[src/rtl/seg_disp.sv]
// Hex-to-seven-segment decoder for the lab display path.
// seg is the combinational drive for the pins.
// seg_q is the same value registered once, for timing-clean or multiplexed use.
// Segment bit order is {g,f,e,d,c,b,a}.
module seg_disp #(
  parameter bit ACTIVE_LOW = 1'b1
) (
  input  logic       clk,
  input  logic       reset,
  input  logic [3:0] s,
  output logic [6:0] seg,
  output logic [6:0] seg_q
);

  // Segment pattern for a dark digit in the selected polarity.
  localparam logic [6:0] SEG_OFF = ACTIVE_LOW ? 7'b1111111 : 7'b0000000;

  logic [6:0] seg_al;

  // Decode the nibble into the common-anode (lit = 0) pattern.
  always_comb begin
    seg_al = 7'b1111111;
    unique case (s)
      4'h0: seg_al = 7'b1000000;
      4'h1: seg_al = 7'b1111001;
      4'h2: seg_al = 7'b0100100;
      4'h3: seg_al = 7'b0110000;
      4'h4: seg_al = 7'b0011001;
      4'h5: seg_al = 7'b0010010;
      4'h6: seg_al = 7'b0000010;
      4'h7: seg_al = 7'b1111000;
      4'h8: seg_al = 7'b0000000;
      4'h9: seg_al = 7'b0010000;
      4'hA: seg_al = 7'b0001000;
      4'hB: seg_al = 7'b0000011;
      4'hC: seg_al = 7'b1000110;
      4'hD: seg_al = 7'b0100001;
      4'hE: seg_al = 7'b0000110;
      4'hF: seg_al = 7'b0001110;
      default: seg_al = 7'b1111111;
    endcase
  end

  // Apply the output polarity; the common-cathode build is a bitwise inversion.
  always_comb begin
    seg = ACTIVE_LOW ? seg_al : ~seg_al;
  end

  // Register the decoded value; reset blanks the digit without needing a clock.
  always_ff @(posedge clk or negedge reset) begin
    if (!reset) begin
      seg_q <= SEG_OFF;
    end else begin
      seg_q <= seg;
    end
  end

endmodule

[config.mk]
export PLATFORM = sky130hd
export DESIGN_NAME = seg_disp
export DESIGN_NICKNAME = d
export VERILOG_FILES = /design/src/rtl/seg_disp.sv
export SDC_FILE = /design/constraint.sdc
export NUM_CORES = 1
export LEC_CHECK = 0
export ABC_AREA = 1
export CORE_AREA = 2 2 39 41
export DETAILED_ROUTE_END_ITERATION = 12
export DIE_AREA = 0 0 41 43
export GPL_TIMING_DRIVEN = 0
export PLACE_DENSITY = 0.73
export SYNTH_ARGS = -nofsm -noshare
export SYNTH_HDL_FRONTEND = slang
export SYNTH_SLANG_ARGS = --single-unit
[constraint.sdc]
create_clock -name clk -period 1.6 [get_ports clk]
set_input_delay 0.24 -clock clk [delete_from_list [all_inputs] [get_ports clk]]
set_output_delay 0.24 -clock clk [all_outputs]
set_load 0.03 [all_outputs]
==> metrics.md <==
| Metric | Value |
|---|---|
| Slowest stage delay, CP | approximately 0.31 ns |
| Worst slew margin | 80.1% |
| Hpwl dp | slightly below 800 µm |
| Total chip power | 552 µW |
| Grt total ovfl | 0 |
| Ratio of cells with drive above 1 in the final layout | about two fifths |
| Count of cell types in the netlist | 13 |
| Number of diodes | 0 |
| Remaining DRCs | 0 |
| WL final | between 900 and 1000 µm |
| Max Transition Viols Final | 0 |
| Root Driver | clkbuf_4 |
| Crit path max fanout | 5 |
| H-tree levels | 1 |
| Netlist Area Pre-Place | around 490 µm² |
| Critical path arrival | about 1.2 ns |
| VDD IR max | 0.217 mV |
| Placed cells | 92 |
| Die boundary height | between 40 and 50 µm |
| Sum of buffers and inverters on the critical path | 4 |
| Worst-path clk slew | 0.05 ns |
| GRT Overall Usage | a little over an eighth |
| Yosys warns | 0 |
| PortBufs | 18 |
| Measured slew at the worst slew-check pin | 0.299 ns |
| Yosys top cell by area | dfstp_2 |
| RSZ-0062 raised after global routing | no |
| P per Cell Area | between 800 and 900 nW/µm² |
| Outcome | complete, no violations |
| Post-DP Area | ~700 µm² |
| Min cycle time layout | ~1.4 ns |
| Max Buffers Root-to-Sink | 2 |
| Register bit total from synthesis | 7 |
| Cells along the critical path | buf_2 > inv_2 > ha_1 > inv_1 > nand2_2 > nand2_1 > nand2_1 > nand2_2 > buf_6 |
| Drt first pass iters | 4 |
| Top achievable clock speed | about 700 MHz |
| Worst EP required | 1.36 ns |
| Setup violations, final | 0 |
| Clock sink count | 7 |
| Hold path start | s[3] |
| Leak | between 0.3 and 0.4 nW |
| Hold Path End | seg_q[2]$_DFF_PN1_ |
| Startpoint type of the worst setup path | input pin |
| Utilization after layout | about half |
| Cells after Synth | 58 |
| Hold path cells | 2 |
| Post-synthesis sequential area ratio | between 30% and 40% |
| Worst hold slack | 0.210 ns |
| Via count of the first global-routing pass | 393 |
| Top flop regs | seg_q (7) |
| Hold Path Class | input pin to flip-flop |
| Post-route cell area | between 600 and 700 µm² |
| Largest register FFs | 7 |
| Routability-driven placement congestion ratio | 0.833 |
| Initial antenna violation count | 0 |
| Global-route wire length before repair | about 1600 µm |
| # Post-CTS Setup Buffers | 0 |
| Largest net degree at the start of global routing | 11 |
| 1st-iter DRT viols | 6 |
| Final Hold Vio Count | 0 |
| Main area contributors after synthesis | dfstp_2 (38%), ha_1 (18%), nand2_1 (15%) |
| Layout Nets | 95 |
| Crit. End Element | output pin |
| Final Cycle Share | approximately nine tenths |
| Boundary pin count | 20 |
| Max Cap Viol | 0 |
| CTS tree | built |
| Rows | 14 |
| Initial Util | around 35% |
| CTS Hold Bufs | 0 |
| Synth Area per Inst | between 8 and 9 µm² |
| Fin cells | slightly below 100 |
| Biggest register | seg_q |
| Share of the synthesized area in the top cell type | a little under two fifths |
| Syn-to-layout area delta | 40.1% |
| Die Wd | around 40 µm |
| Slowest CP cell | ha_1 |
| Vias/cell | ~4.5 |
| Delay-heaviest family, CP | buffers and inverters |
| Total die area | 1760 µm² |
| Core Region | ~1400 µm² |
| Per-cell routed wire length | between 10 and 15 µm |
| Via count | between 400 and 500 |
| Critical setup path kind | input pin to output pin |
| Cts bufs inserted | 3 |
| Routed Antenna Nets | 0 |
| Syn nets | 71 |
==> report_power, final <==
| group | switching (mW) | internal (mW) |
|---|---|---|
| combinational | 0.127 | 0.0629 |
| clock | 0.0605 | 0.0949 |
| sequential | 0.00266 | 0.203 |
| total | 0.191 | 0.361 |
==> routing by layer <==
layer  vias up  wire (µm)  GRT usage, %
met5         -          0             0
met4         0          0          10.0
met3         0         66          1.57
met2        19        528          20.0
met1       199        380          15.3
li1        223          -             -
==> through the flow <==
| stage | setup WS (ns) | TNS, ns |
|---|---|---|
| after global routing | 0.0591 | 0 |
| after global placement | -0.845 | -5.01 |
| after detailed placement | -0.888 | -5.30 |
| final | 0.163 | 0 |
| after CTS | 0.0286 | 0 |
| after floorplan | 0.309 | 0 |
==> cells by family (layout without fill, tap and decap cells) <==
| group | count (synthesis) | count (layout) | share of synthesized area, % |
|---|---|---|---|
| AND/OR/NAND/NOR | 33 | 33 | 31.9 |
| AO/OA/AOI/OAI | 2 | 2 | 2.81 |
| buffers and inverters | 9 | 32 | 9.95 |
| adder cells (fa/ha/maj) | 7 | 7 | 17.9 |
| flip-flops | 7 | 7 | 37.5 |
==> how the worst max path moves through the flow <==
stage                     from      to  slack [ns]  depth (start not counted)
after detailed placement  s[0]  seg[3]       -0.89                          9
after CTS                 s[0]  seg[3]        0.03                          9
after global routing      s[0]  seg[3]        0.06                          9
after global placement    s[0]  seg[3]       -0.85                          9
after floorplan           s[0]  seg[2]        0.31                          4
final                     s[0]  seg[3]        0.16                          9
==> timing repair <==
action / CTS / global route
cloned: 0 / 1
pin swaps: 0 / 0
gates resized for setup: 51 / 9
endpoints found under the setup margin: 14 / 7
==> placed cells by master, fill, tap and decap left out, drive strengths merged <==
master and count:
o21ai 2, inv 7, dfstp 7, nand2 23
ha 7, buf 10, dlymetal6s2s 1, clkdlybuf4s50 1
dlygate4sd2 7, nand3b 1, clkbuf 6, nand3 9
==> cell usage after synthesis <==
library cell	count
nand2_1	20
nand3_1	8
dfstp_2	7
ha_1	7
inv_1	6
buf_6	2
nand2_2	2
inv_2	1
nand2_4	1
nand3_2	1
nand3b_1	1
o21ai_1	1
o21ai_2	1
==> layout make-up <==
cell class / count / area (µm²)
plain buffers: 2 / 22.5
clock buffers: 4 / 26.3
fillers: 153 / 697
inverters: 7 / 26.3
multi-input cells: 42 / 260
flip-flops and latches: 7 / 184
well taps: 16 / 20.0
repair buffers: 19 / 148
No activity file was read; power rests on OpenSTA's default activity.
